--- src/rtl/axil_spi_bridge_if.sv ---
// -----------------------------------------------------------------------------
// axil_spi_bridge_if
// AXI4-Lite bus bundle between a bus master and the axil_spi_bridge slave.
//   s_aw*  : write address channel (addr, valid, ready)
//   s_w*   : write data channel    (data, strb, valid, ready)
//   s_b*   : write response        (resp, valid, ready)
//   s_ar*  : read address channel  (addr, valid, ready)
//   s_r*   : read data/response    (data, resp, valid, ready)
// Modports: slave (bridge side), master (initiator side).
// -----------------------------------------------------------------------------
interface axil_spi_bridge_if #(
  parameter int ADDR_W = 8
);
  logic [ADDR_W-1:0] s_awaddr;
  logic              s_awvalid;
  logic              s_awready;
  logic [31:0]       s_wdata;
  logic [3:0]        s_wstrb;
  logic              s_wvalid;
  logic              s_wready;
  logic [1:0]        s_bresp;
  logic              s_bvalid;
  logic              s_bready;
  logic [ADDR_W-1:0] s_araddr;
  logic              s_arvalid;
  logic              s_arready;
  logic [31:0]       s_rdata;
  logic [1:0]        s_rresp;
  logic              s_rvalid;
  logic              s_rready;

  modport slave (
    input  s_awaddr, s_awvalid, s_wdata, s_wstrb, s_wvalid, s_bready,
           s_araddr, s_arvalid, s_rready,
    output s_awready, s_wready, s_bresp, s_bvalid, s_arready,
           s_rdata, s_rresp, s_rvalid
  );

  modport master (
    output s_awaddr, s_awvalid, s_wdata, s_wstrb, s_wvalid, s_bready,
           s_araddr, s_arvalid, s_rready,
    input  s_awready, s_wready, s_bresp, s_bvalid, s_arready,
           s_rdata, s_rresp, s_rvalid
  );
endinterface

--- src/rtl/axil_spi_bridge.sv ---
// -----------------------------------------------------------------------------
// axil_spi_bridge
// AXI4-Lite slave that turns each bus access into one SPI register transaction
// on a downstream SPI master engine. Writes send wdata[7:0] to register
// addr[5:2] of device addr[7:6]; reads return the engine's byte on rdata[7:0].
// A request that sees no spi_ready within TIMEOUT_CYCLES is aborted with
// SLVERR and followed by GUARD_CYCLES idle cycles so the engine can drain.
// Ports:
//   iclk, irstn : clock, synchronous active-low reset
//   s_axil      : AXI4-Lite slave bundle (axil_spi_bridge_if.slave)
//   spi_wr_en   : held high while an SPI write is requested
//   spi_rd_en   : held high while an SPI read is requested
//   spi_addr    : SPI register address
//   spi_wdata   : SPI write byte
//   spi_dev     : device / chip-select index
//   spi_ready   : engine done (high while request still asserted)
//   spi_rdata   : read byte, valid while spi_ready=1
// -----------------------------------------------------------------------------
module axil_spi_bridge #(
  parameter int ADDR_W         = 8,
  parameter int TIMEOUT_CYCLES = 64,
  parameter int GUARD_CYCLES   = 24
) (
  input  logic                    iclk,
  input  logic                    irstn,
  axil_spi_bridge_if.slave        s_axil,
  output logic                    spi_wr_en,
  output logic                    spi_rd_en,
  output logic [3:0]              spi_addr,
  output logic [7:0]              spi_wdata,
  output logic [1:0]              spi_dev,
  input  logic                    spi_ready,
  input  logic [7:0]              spi_rdata
);

  typedef enum logic [2:0] {
    S_IDLE, S_WR_REQ, S_RD_REQ, S_DRAIN, S_GUARD, S_BRESP, S_RRESP
  } state_e;

  state_e            r_state;
  state_e            w_next;

  logic              r_aw_full;
  logic [5:0]        r_aw_addr;   // only addr[7:2] is decoded
  logic              r_w_full;
  logic [7:0]        r_w_byte;
  logic              r_w_strb0;
  logic              r_is_rd;
  logic [15:0]       r_cnt;
  logic [3:0]        r_spi_addr;
  logic [7:0]        r_spi_wdata;
  logic [1:0]        r_spi_dev;
  logic [31:0]       r_rdata;
  logic [1:0]        r_bresp;
  logic [1:0]        r_rresp;

  logic              w_awready;
  logic              w_wready;
  logic              w_arready;
  logic              w_bvalid;
  logic              w_rvalid;
  logic              w_wr_en;
  logic              w_rd_en;
  logic              w_aw_hs;
  logic              w_w_hs;
  logic              w_ar_hs;
  logic              w_timeout;
  logic              w_guard_done;
  logic              w_counting;
  logic              w_unused;

  assign w_aw_hs      = s_axil.s_awvalid && w_awready;
  assign w_w_hs       = s_axil.s_wvalid  && w_wready;
  assign w_ar_hs      = s_axil.s_arvalid && w_arready;
  assign w_timeout    = (r_cnt == 16'(TIMEOUT_CYCLES - 1));
  assign w_guard_done = (r_cnt == 16'(GUARD_CYCLES - 1));
  assign w_counting   = (r_state == S_WR_REQ) || (r_state == S_RD_REQ) ||
                        (r_state == S_GUARD);

  assign w_unused = ^{s_axil.s_awaddr[1:0], s_axil.s_araddr[1:0],
                      s_axil.s_wdata[31:8], s_axil.s_wstrb[3:1]};

  // State register
  always_ff @(posedge iclk) begin
    if (!irstn) r_state <= S_IDLE;
    else        r_state <= w_next;
  end

  // Next-state logic; a fully latched write wins over a pending read
  always_comb begin
    w_next = r_state;
    case (r_state)
      S_IDLE: begin
        if (r_aw_full && r_w_full) w_next = r_w_strb0 ? S_WR_REQ : S_BRESP;
        else if (w_ar_hs)          w_next = S_RD_REQ;
      end
      S_WR_REQ, S_RD_REQ: begin
        if (spi_ready)      w_next = S_DRAIN;
        else if (w_timeout) w_next = S_GUARD;
      end
      S_DRAIN: if (!spi_ready)   w_next = r_is_rd ? S_RRESP : S_BRESP;
      S_GUARD: if (w_guard_done) w_next = r_is_rd ? S_RRESP : S_BRESP;
      S_BRESP: if (s_axil.s_bready) w_next = S_IDLE;
      S_RRESP: if (s_axil.s_rready) w_next = S_IDLE;
      default: w_next = S_IDLE;
    endcase
  end

  // Outputs decoded from state. Readies are also held low while irstn is
  // asserted, since IDLE with empty latches would otherwise advertise ready.
  always_comb begin
    w_awready = 1'b0;
    w_wready  = 1'b0;
    w_arready = 1'b0;
    if (irstn && (r_state == S_IDLE)) begin
      w_awready = !r_aw_full;
      w_wready  = !r_w_full;
      w_arready = !r_aw_full && !r_w_full;
    end
    w_bvalid = (r_state == S_BRESP);
    w_rvalid = (r_state == S_RRESP);
    w_wr_en  = (r_state == S_WR_REQ);
    w_rd_en  = (r_state == S_RD_REQ);
  end

  // Datapath: AW/W holding latches, timeout/guard counter, SPI fields, responses
  always_ff @(posedge iclk) begin
    if (!irstn) begin
      r_aw_full   <= 1'b0;
      r_aw_addr   <= '0;
      r_w_full    <= 1'b0;
      r_w_byte    <= '0;
      r_w_strb0   <= 1'b0;
      r_is_rd     <= 1'b0;
      r_cnt       <= '0;
      r_spi_addr  <= '0;
      r_spi_wdata <= '0;
      r_spi_dev   <= '0;
      r_rdata     <= '0;
      r_bresp     <= '0;
      r_rresp     <= '0;
    end else begin
      if (w_aw_hs) begin
        r_aw_full <= 1'b1;
        r_aw_addr <= s_axil.s_awaddr[7:2];
      end
      if (w_w_hs) begin
        r_w_full  <= 1'b1;
        r_w_byte  <= s_axil.s_wdata[7:0];
        r_w_strb0 <= s_axil.s_wstrb[0];
      end
      if ((r_state == S_BRESP) && s_axil.s_bready) begin
        r_aw_full <= 1'b0;
        r_w_full  <= 1'b0;
      end

      // One counter serves both the request timeout and the guard interval;
      // it restarts from zero on every state change.
      if (w_counting && (w_next == r_state)) r_cnt <= r_cnt + 16'd1;
      else                                   r_cnt <= '0;

      case (r_state)
        S_IDLE: begin
          if (r_aw_full && r_w_full) begin
            r_is_rd <= 1'b0;
            if (r_w_strb0) begin
              r_spi_addr  <= r_aw_addr[3:0];
              r_spi_dev   <= r_aw_addr[5:4];
              r_spi_wdata <= r_w_byte;
            end else begin
              r_bresp <= 2'b10;
            end
          end else if (w_ar_hs) begin
            r_is_rd    <= 1'b1;
            r_spi_addr <= s_axil.s_araddr[5:2];
            r_spi_dev  <= s_axil.s_araddr[7:6];
          end
        end
        S_WR_REQ: begin
          if (spi_ready)      r_bresp <= 2'b00;
          else if (w_timeout) r_bresp <= 2'b10;
        end
        S_RD_REQ: begin
          if (spi_ready) begin
            r_rdata <= {24'h0, spi_rdata};
            r_rresp <= 2'b00;
          end else if (w_timeout) begin
            r_rdata <= '0;
            r_rresp <= 2'b10;
          end
        end
        default: ;
      endcase
    end
  end

  assign s_axil.s_awready = w_awready;
  assign s_axil.s_wready  = w_wready;
  assign s_axil.s_arready = w_arready;
  assign s_axil.s_bvalid  = w_bvalid;
  assign s_axil.s_bresp   = r_bresp;
  assign s_axil.s_rvalid  = w_rvalid;
  assign s_axil.s_rdata   = r_rdata;
  assign s_axil.s_rresp   = r_rresp;

  assign spi_wr_en = w_wr_en;
  assign spi_rd_en = w_rd_en;
  assign spi_addr  = r_spi_addr;
  assign spi_wdata = r_spi_wdata;
  assign spi_dev   = r_spi_dev;

endmodule
--- src/flat_wrapper.sv ---
// flat-port wrapper written by rule: the top's interface ports become plain ports
module axil_spi_bridge_flat 
#(
  parameter int ADDR_W         = 8,
  parameter int TIMEOUT_CYCLES = 64,
  parameter int GUARD_CYCLES   = 24
)
  (iclk, irstn, spi_wr_en, spi_rd_en, spi_addr, spi_wdata, spi_dev, spi_ready, spi_rdata, s_axil_s_awaddr, s_axil_s_awvalid, s_axil_s_wdata, s_axil_s_wstrb, s_axil_s_wvalid, s_axil_s_bready, s_axil_s_araddr, s_axil_s_arvalid, s_axil_s_rready, s_axil_s_awready, s_axil_s_wready, s_axil_s_bresp, s_axil_s_bvalid, s_axil_s_arready, s_axil_s_rdata, s_axil_s_rresp, s_axil_s_rvalid);
  axil_spi_bridge_if #(.ADDR_W(ADDR_W)) s_axil_i ();
  input  logic iclk;
  input  logic irstn;
  output logic spi_wr_en;
  output logic spi_rd_en;
  output logic [3:0] spi_addr;
  output logic [7:0] spi_wdata;
  output logic [1:0] spi_dev;
  input  logic spi_ready;
  input  logic [7:0] spi_rdata;
  input wire logic [$bits(s_axil_i.s_awaddr)-1:0] s_axil_s_awaddr;
  input wire logic [$bits(s_axil_i.s_awvalid)-1:0] s_axil_s_awvalid;
  input wire logic [$bits(s_axil_i.s_wdata)-1:0] s_axil_s_wdata;
  input wire logic [$bits(s_axil_i.s_wstrb)-1:0] s_axil_s_wstrb;
  input wire logic [$bits(s_axil_i.s_wvalid)-1:0] s_axil_s_wvalid;
  input wire logic [$bits(s_axil_i.s_bready)-1:0] s_axil_s_bready;
  input wire logic [$bits(s_axil_i.s_araddr)-1:0] s_axil_s_araddr;
  input wire logic [$bits(s_axil_i.s_arvalid)-1:0] s_axil_s_arvalid;
  input wire logic [$bits(s_axil_i.s_rready)-1:0] s_axil_s_rready;
  output wire logic [$bits(s_axil_i.s_awready)-1:0] s_axil_s_awready;
  output wire logic [$bits(s_axil_i.s_wready)-1:0] s_axil_s_wready;
  output wire logic [$bits(s_axil_i.s_bresp)-1:0] s_axil_s_bresp;
  output wire logic [$bits(s_axil_i.s_bvalid)-1:0] s_axil_s_bvalid;
  output wire logic [$bits(s_axil_i.s_arready)-1:0] s_axil_s_arready;
  output wire logic [$bits(s_axil_i.s_rdata)-1:0] s_axil_s_rdata;
  output wire logic [$bits(s_axil_i.s_rresp)-1:0] s_axil_s_rresp;
  output wire logic [$bits(s_axil_i.s_rvalid)-1:0] s_axil_s_rvalid;
  assign s_axil_i.s_awaddr = s_axil_s_awaddr;
  assign s_axil_i.s_awvalid = s_axil_s_awvalid;
  assign s_axil_i.s_wdata = s_axil_s_wdata;
  assign s_axil_i.s_wstrb = s_axil_s_wstrb;
  assign s_axil_i.s_wvalid = s_axil_s_wvalid;
  assign s_axil_i.s_bready = s_axil_s_bready;
  assign s_axil_i.s_araddr = s_axil_s_araddr;
  assign s_axil_i.s_arvalid = s_axil_s_arvalid;
  assign s_axil_i.s_rready = s_axil_s_rready;
  assign s_axil_s_awready = s_axil_i.s_awready;
  assign s_axil_s_wready = s_axil_i.s_wready;
  assign s_axil_s_bresp = s_axil_i.s_bresp;
  assign s_axil_s_bvalid = s_axil_i.s_bvalid;
  assign s_axil_s_arready = s_axil_i.s_arready;
  assign s_axil_s_rdata = s_axil_i.s_rdata;
  assign s_axil_s_rresp = s_axil_i.s_rresp;
  assign s_axil_s_rvalid = s_axil_i.s_rvalid;
  axil_spi_bridge #(.ADDR_W(ADDR_W), .TIMEOUT_CYCLES(TIMEOUT_CYCLES), .GUARD_CYCLES(GUARD_CYCLES)) u_core (.iclk(iclk), .irstn(irstn), .s_axil(s_axil_i), .spi_wr_en(spi_wr_en), .spi_rd_en(spi_rd_en), .spi_addr(spi_addr), .spi_wdata(spi_wdata), .spi_dev(spi_dev), .spi_ready(spi_ready), .spi_rdata(spi_rdata));
endmodule
--- config.mk ---
export PLATFORM = sky130hd
export DESIGN_NAME = axil_spi_bridge_flat
export DESIGN_NICKNAME = d
export VERILOG_FILES = /design/src/rtl/axil_spi_bridge_if.sv /design/src/rtl/axil_spi_bridge.sv /design/src/flat_wrapper.sv
export SDC_FILE = /design/constraint.sdc
export NUM_CORES = 1
export LEC_CHECK = 0
export ABC_AREA = 1
export CAP_MARGIN = 5
export CORE_ASPECT_RATIO = 1.75
export CORE_MARGIN = 5
export CORE_UTILIZATION = 35
export DETAILED_ROUTE_END_ITERATION = 16
export HOLD_SLACK_MARGIN = 0.1
export PLACE_DENSITY_LB_ADDON = 0.15
export SLEW_MARGIN = 20
export SYNTH_ARGS = -nofsm -noshare
export SYNTH_HDL_FRONTEND = slang
export SYNTH_SLANG_ARGS = --single-unit
--- constraint.sdc ---
create_clock -name iclk -period 2.2 [get_ports iclk]
set_input_delay 0.44 -clock iclk [delete_from_list [all_inputs] [get_ports iclk]]
set_output_delay 0.44 -clock iclk [all_outputs]
set_load 0.1 [all_outputs]
# After elaboration in Yosys (flattened, before gate mapping)
# Index checks and enable logic that the tools add are counted.
dict set report op_classes {
  n_eq_ne 13
  bitwise_logic 1
  addsub 1
  reduce_logical 24
  mux 29
}
# op count
set ops {}
lappend ops {{32-bit 2-to-1 mux} 2}
lappend ops {{3-bit 2-to-1 mux} 9}
lappend ops {{3-bit case mux with 6 select lines} 1}
lappend ops {{16-bit by 1-bit adder with 16-bit output (second input constant)} 1}
lappend ops {{16-bit by 5-bit == test with 1-bit output (second input constant)} 1}
lappend ops {{16-bit by 6-bit == test with 1-bit output (second input constant)} 1}
lappend ops {{2-bit 2-to-1 mux} 8}
lappend ops {{4-bit 2-to-1 mux} 3}
lappend ops {{3-bit == test (second input constant)} 3}
lappend ops {{1-bit logical AND} 8}
lappend ops {{3-bit by 2-bit == test with 1-bit output (second input constant)} 2}
lappend ops {{2-bit AND reduction} 3}
lappend ops {{3-bit AND reduction} 2}
lappend ops {{2-bit nonzero test} 3}
lappend ops {{1-bit 2-to-1 mux} 5}
lappend ops {{2-bit by 1-bit != test with 1-bit output (second input constant)} 2}
lappend ops {{2-bit case mux with 2 select lines} 1}
lappend ops {{4-bit AND reduction} 1}
lappend ops {{2-bit OR reduction} 2}
lappend ops {{3-bit by 1-bit == test with 1-bit output (second input constant)} 1}
lappend ops {{3-bit == test} 1}
lappend ops {{3-bit zero test} 1}
lappend ops {{3-bit by 1-bit != test with 1-bit output (second input constant)} 1}
lappend ops {{1-bit zero test} 2}
lappend ops {{other kinds (3)} 4}
dict set report totals {
  regBits 87
  wordCells 82
  in_bits 68
  output_inout_bits 57
}

# Longest topological paths before layout
dict set report logic_depth {
  depth_word 10
  mapped_depth 13
  ltp_nobuf 12
}

# Worst setup path before layout
# Ideal clock, no wire load.
dict set report synth_path {
  path_type {reg-to-reg}
  start {register u_core.r_state[1]}
  end {register u_core.r_aw_addr[1]}
  stages_incl_launch_ff 10
  arrival_ns 2.650
  setup_time_ns 0.119
  required_time_ns 2.081
  path_slack_ns -0.569
  synth_period_minus_slack_ns 2.769
  n_path_buf 1
  cell_sequence {dfxtp_1 > inv_2 > nand2_4 > nor2_2 > nand2_4 > nor2_1 > nand2_1 > buf_2 > o21ai_0 > a21oi_1}
}
dict set report synth_between {
  elab_chain_cells 4
}
# item line
set synth_lines {}
lappend synth_lines {{start, declared} axil_spi_bridge.sv:40} ;# state_e r_state;
lappend synth_lines {{start signal, assigned} axil_spi_bridge.sv:86} ;# else r_state <= w_next;
lappend synth_lines {{3-bit zero test} axil_spi_bridge.sv:115} ;# if (irstn && (r_state == S_IDLE)) begin
lappend synth_lines {{1-bit logical AND} axil_spi_bridge.sv:115}
lappend synth_lines {{1-bit 2-to-1 mux} axil_spi_bridge.sv:115}
lappend synth_lines {{named net s_axil_s_awready} flat_wrapper.sv:28} ;# output wire logic [$bits(s_axil_i.s_awready)-1:0] s_axil_s_awready;
lappend synth_lines {{1-bit logical AND} axil_spi_bridge.sv:72} ;# assign w_aw_hs = s_axil.s_awvalid && w_awready;
lappend synth_lines {{end signal, assigned} axil_spi_bridge.sv:145} ;# r_aw_addr <= s_axil.s_awaddr[7:2];
lappend synth_lines {{end, declared} axil_spi_bridge.sv:44} ;# logic [5:0] r_aw_addr;
# The timed path passes the listed nets, and every way through them passes these cells.
# A chain may end at the register's enable or synchronous reset.

# Worst setup path in the final report
dict set report layout_path {
  start {register u_core.r_state[0]}
  end {output port s_axil_s_wready}
}
dict set report layout_between {
  elab_chain_cells 3
}
# item line
set layout_lines {}
lappend layout_lines {{3-bit zero test} axil_spi_bridge.sv:115}
lappend layout_lines {{1-bit logical AND} axil_spi_bridge.sv:115}
lappend layout_lines {{1-bit 2-to-1 mux} axil_spi_bridge.sv:115}
lappend layout_lines {{end, declared} flat_wrapper.sv:29} ;# output wire logic [$bits(s_axil_i.s_wready)-1:0] s_axil_s_wready;
# Every way passes these cells.

==> flow_summary_export.csv <==
group,metric,value,unit
status,status,"completed",
critical_path,startpoint_type,"flip-flop",
yosys,synth-xor-area-share,3.74,%
global_route,antenna_found_initial,0,
critical_path,required,1.76,ns
route,wl_per_cell,11.9,µm
pwr,p_int,0.00236,W
route,drtIter0Drc,89,
critical_path,r2r_slack,0.37,ns
final_layout,n_antenna_cell,0,
yosys,yosys.cell_types.count,35,
die,die_area,10700,µm²
critical_path,crit_family,"flip-flops",
final_layout,fin_nets,549,
route,routed_via_density,4.48,
global_route,grt_usage,14.2,%
critical_path,timing.rr.start,"u_core.r_state[0]",
timing,post-route-period-util,95.2,%
critical_path,worstRegToRegCells,9,
yosys,synthTopCellsByArea,"dfxtp_1 (40%), nor2_1 (7.9%), nand2_1 (7.0%), buf_4 (6.4%), o21ai_0 (6.1%)",
yosys,synthMuxAreaShare,0,%
yosys,ys_ff_latch,61,
critical_path,cp_num_buf_inv,2,
critical_path,cp_slowest_stage_delay,0.45,ns
critical_path,slowest_stage,"dfxtp_1",
worst_hold_path,min-delay-start,"u_core.r_cnt[0]",
pwr,p_sw,0.00117,W
yosys,syn_area_per_cell,7.52,µm²
critical_path,crit_fanout,10,
final_layout,fin_area,4110,µm²
route,vias,2697,
pwr,p_per_area,861,nW/µm²
die,die_width,80.5,µm
pwr,comb_power_share,24.6,%
worst_hold_path,hold_end,"u_core.r_cnt[0]",
clocking,ctsResizeCount,0,
die,pin_count,125,
critical_path,arrival,1.65,ns
die,die_y,133,µm
place,place_area,3800,µm²
place,port_buffers,67,
final_layout,area_delta_synth_final,34.7,%
global_route,grt_start_max_net_pins,36,
timing,fmaxAchievable,0.478,GHz
timing,setup_violations,0,
timing,tns,0,ns
route,drc_errors,0,
clocking,cts_hold_buffers,0,
place,place.gp.congestion,0.818,
clocking,cts_max_path_buffers,2,
yosys,synth-simple-area-share,30.9,%
yosys,syn_inst,405,
die,rows,45,
critical_path,path_cells,"buf_4 > nor2_2 > nand2_4 > nor2_2 > buf_12",
timing,post-route-min-period,2.09,ns
worst_hold_path,whs_path_depth,1,
clocking,cts_setup_buffers,0,
worst_hold_path,hold_path_class,"reg2reg",
critical_path,critPathKind,"reg2out",
route,routed_wirelength,7.18,mm
yosys,synth_area_leader_cell,"dfxtp_1",
yosys,synthAdderAreaFrac,0.411,%
timing,hold_violations,0,
pwr,p_sw_share,33.1,%
yosys,ys_seq_area_share,40.1,%
clocking,cts_tree,"done",
place,dp_hpwl,5.43,mm
final_layout,fill_cells,867,
global_route,gr-total-overflow,0,
yosys,syn_area,3050,µm²
pwr,p_leak,1.68,nW
yosys,synth_compound_gate_area_share,11.2,%
pwr,power.share.clock,41.3,%
timing,slew_violations,0,
global_route,grt_pass1_vias,2655,
clocking,cts.sinks,61,
critical_path,cp-startpoint,"u_core.r_state[0]",
yosys,yosysWarnings,0,
global_route,grt_pass1_wl,11.7,mm
pwr,vdd_ir_drop_max,0.000466,V
clocking,cts-root-buf,"clkbuf_16",
critical_path,worstReg2RegEnd,"u_core.r_cnt[15]",
critical_path,crit_path_end_kind,"output pin",
yosys,synth_top_area_share,40.1,%
timing,finClkSkew,0.00569,ns
route,antenna_left,0,
pwr,p_seq_share,34.1,%
yosys,synth_top_family_by_area,"simple AND/OR/NAND/NOR gates",
clocking,cts_made_buffers,9,
die,initial_utilization,35.4,%
timing,rsz0062_at_grt,"no",
clocking,clkTransAtPathRegs,0.05,ns
route,dr.pass1.iters,4,
timing,hold_ws,0.451,ns
clocking,clock_latency,0.33,ns
die,core-area,8610,µm²
final_layout,layout-drive-gt1-share,20.8,%
run,drv_cap,0,
clocking,htree_levels,3,
critical_path,critPathMostFrequentCell,"nor2_2",
logic make-up after synthesis:
family,Yosys count
xor+xnor,13
other cells,1
compound gates,64
buf+inv,77
simple gates,188
fa+ha+maj,1
flops,61
metrics by stage:
step	power, W	instances	util [%]	worst slack, ns
finish	0.00353	602	47.7	0.106
CTS	0.00359	602	47.7	0.0855
floorplan	0.00192	430	-	-0.0184
detailed placement	0.00210	586	44.1	0.0668
global route	0.00368	602	47.7	0.0512
global placement	0.00210	586	44.1	0.111
metal layers:
layer / global-route usage [%] / vias up / wire [µm]
met5: 0 / - / 0
met2: 26.3 / 75 / 4050
met3: 4.80 / 6 / 450
met4: 6.77 / 0 / 98
met1: 13.6 / 1213 / 2580
li1: - / 1403 / -
how the worst max path moves through the flow:
| stage | end | slack [ns] | depth (start not counted) |
|---|---|---|---|
| after floorplan | u_core.r_w_byte[0] | -0.02 | 9 |
| after global placement | u_core.r_state[1] | 0.11 | 5 |
| after detailed placement | u_core.r_state[1] | 0.07 | 5 |
| after CTS | s_axil_s_wready | 0.09 | 5 |
| after global routing | s_axil_s_wready | 0.05 | 5 |
| final | s_axil_s_wready | 0.11 | 5 |
synthesized netlist by cell type, drive strengths merged:
master and number:
nor2 74, nand2 66, dfxtp 61, inv 41, o21ai 38, buf 32, nor3 25, a21oi 18
nand3 16, xnor2 7, xor2 6, a211oi 5, nand4 4, a31oi 3, clkbuf 3, clkinv 1
conb 1, ha 1, nand3b 1, nor4 1, or2 1
state kept, by name, indices dropped and copies added (netlist names):
signal and cells:
u_core.r_aw_addr 6, u_core.r_aw_full 1, u_core.r_cnt 16, u_core.r_is_rd 1
u_core.r_state 3, u_core.r_w_byte 8, u_core.r_w_full 1, u_core.r_w_strb0 1
u_core.s_axil.s_bresp 1, u_core.s_axil.s_rdata 8, u_core.s_axil.s_rresp 1, u_core.spi_addr 4
u_core.spi_dev 2, u_core.spi_wdata 8
power groups by stage:
stage | combinational [W] | clock [W] | sequential [W]
2_1_floorplan | 0.000553 | 0 | 0.00137
3_3_place_gp | 0.000873 | 0 | 0.00123
3_5_place_dp | 0.000876 | 0 | 0.00123
4_1_cts | 0.000878 | 0.00151 | 0.00120
5_1_grt | 0.000920 | 0.00155 | 0.00121
6_report | 0.000871 | 0.00146 | 0.00120
cell usage in the layout (no fill, tap or decap), drive strengths merged, types with 7 or more instances in the layout:
| cell type | instances |
|---|---|
| xnor2 | 7 |
| clkbuf | 11 |
| a21oi | 18 |
| dfxtp | 61 |
| nor3 | 25 |
| o21ai | 38 |
| conb | 26 |
| inv | 41 |
| nand2 | 66 |
| clkdlybuf4s50 | 36 |
| nor2 | 74 |
| nand3 | 16 |
| buf | 38 |
cell type report:
class                   instances  area (µm²)  area share, %
multi-input cells             292        1520           37.1
flip-flops and latches         61        1220           29.7
repair buffers                 74         746           18.2
clock buffers                  11         233           5.67
inverters                      42         160           3.90
well taps                     117         146           3.57
clock inverters                 5        75.1           1.83
No activity file was read; power rests on OpenSTA's default activity.
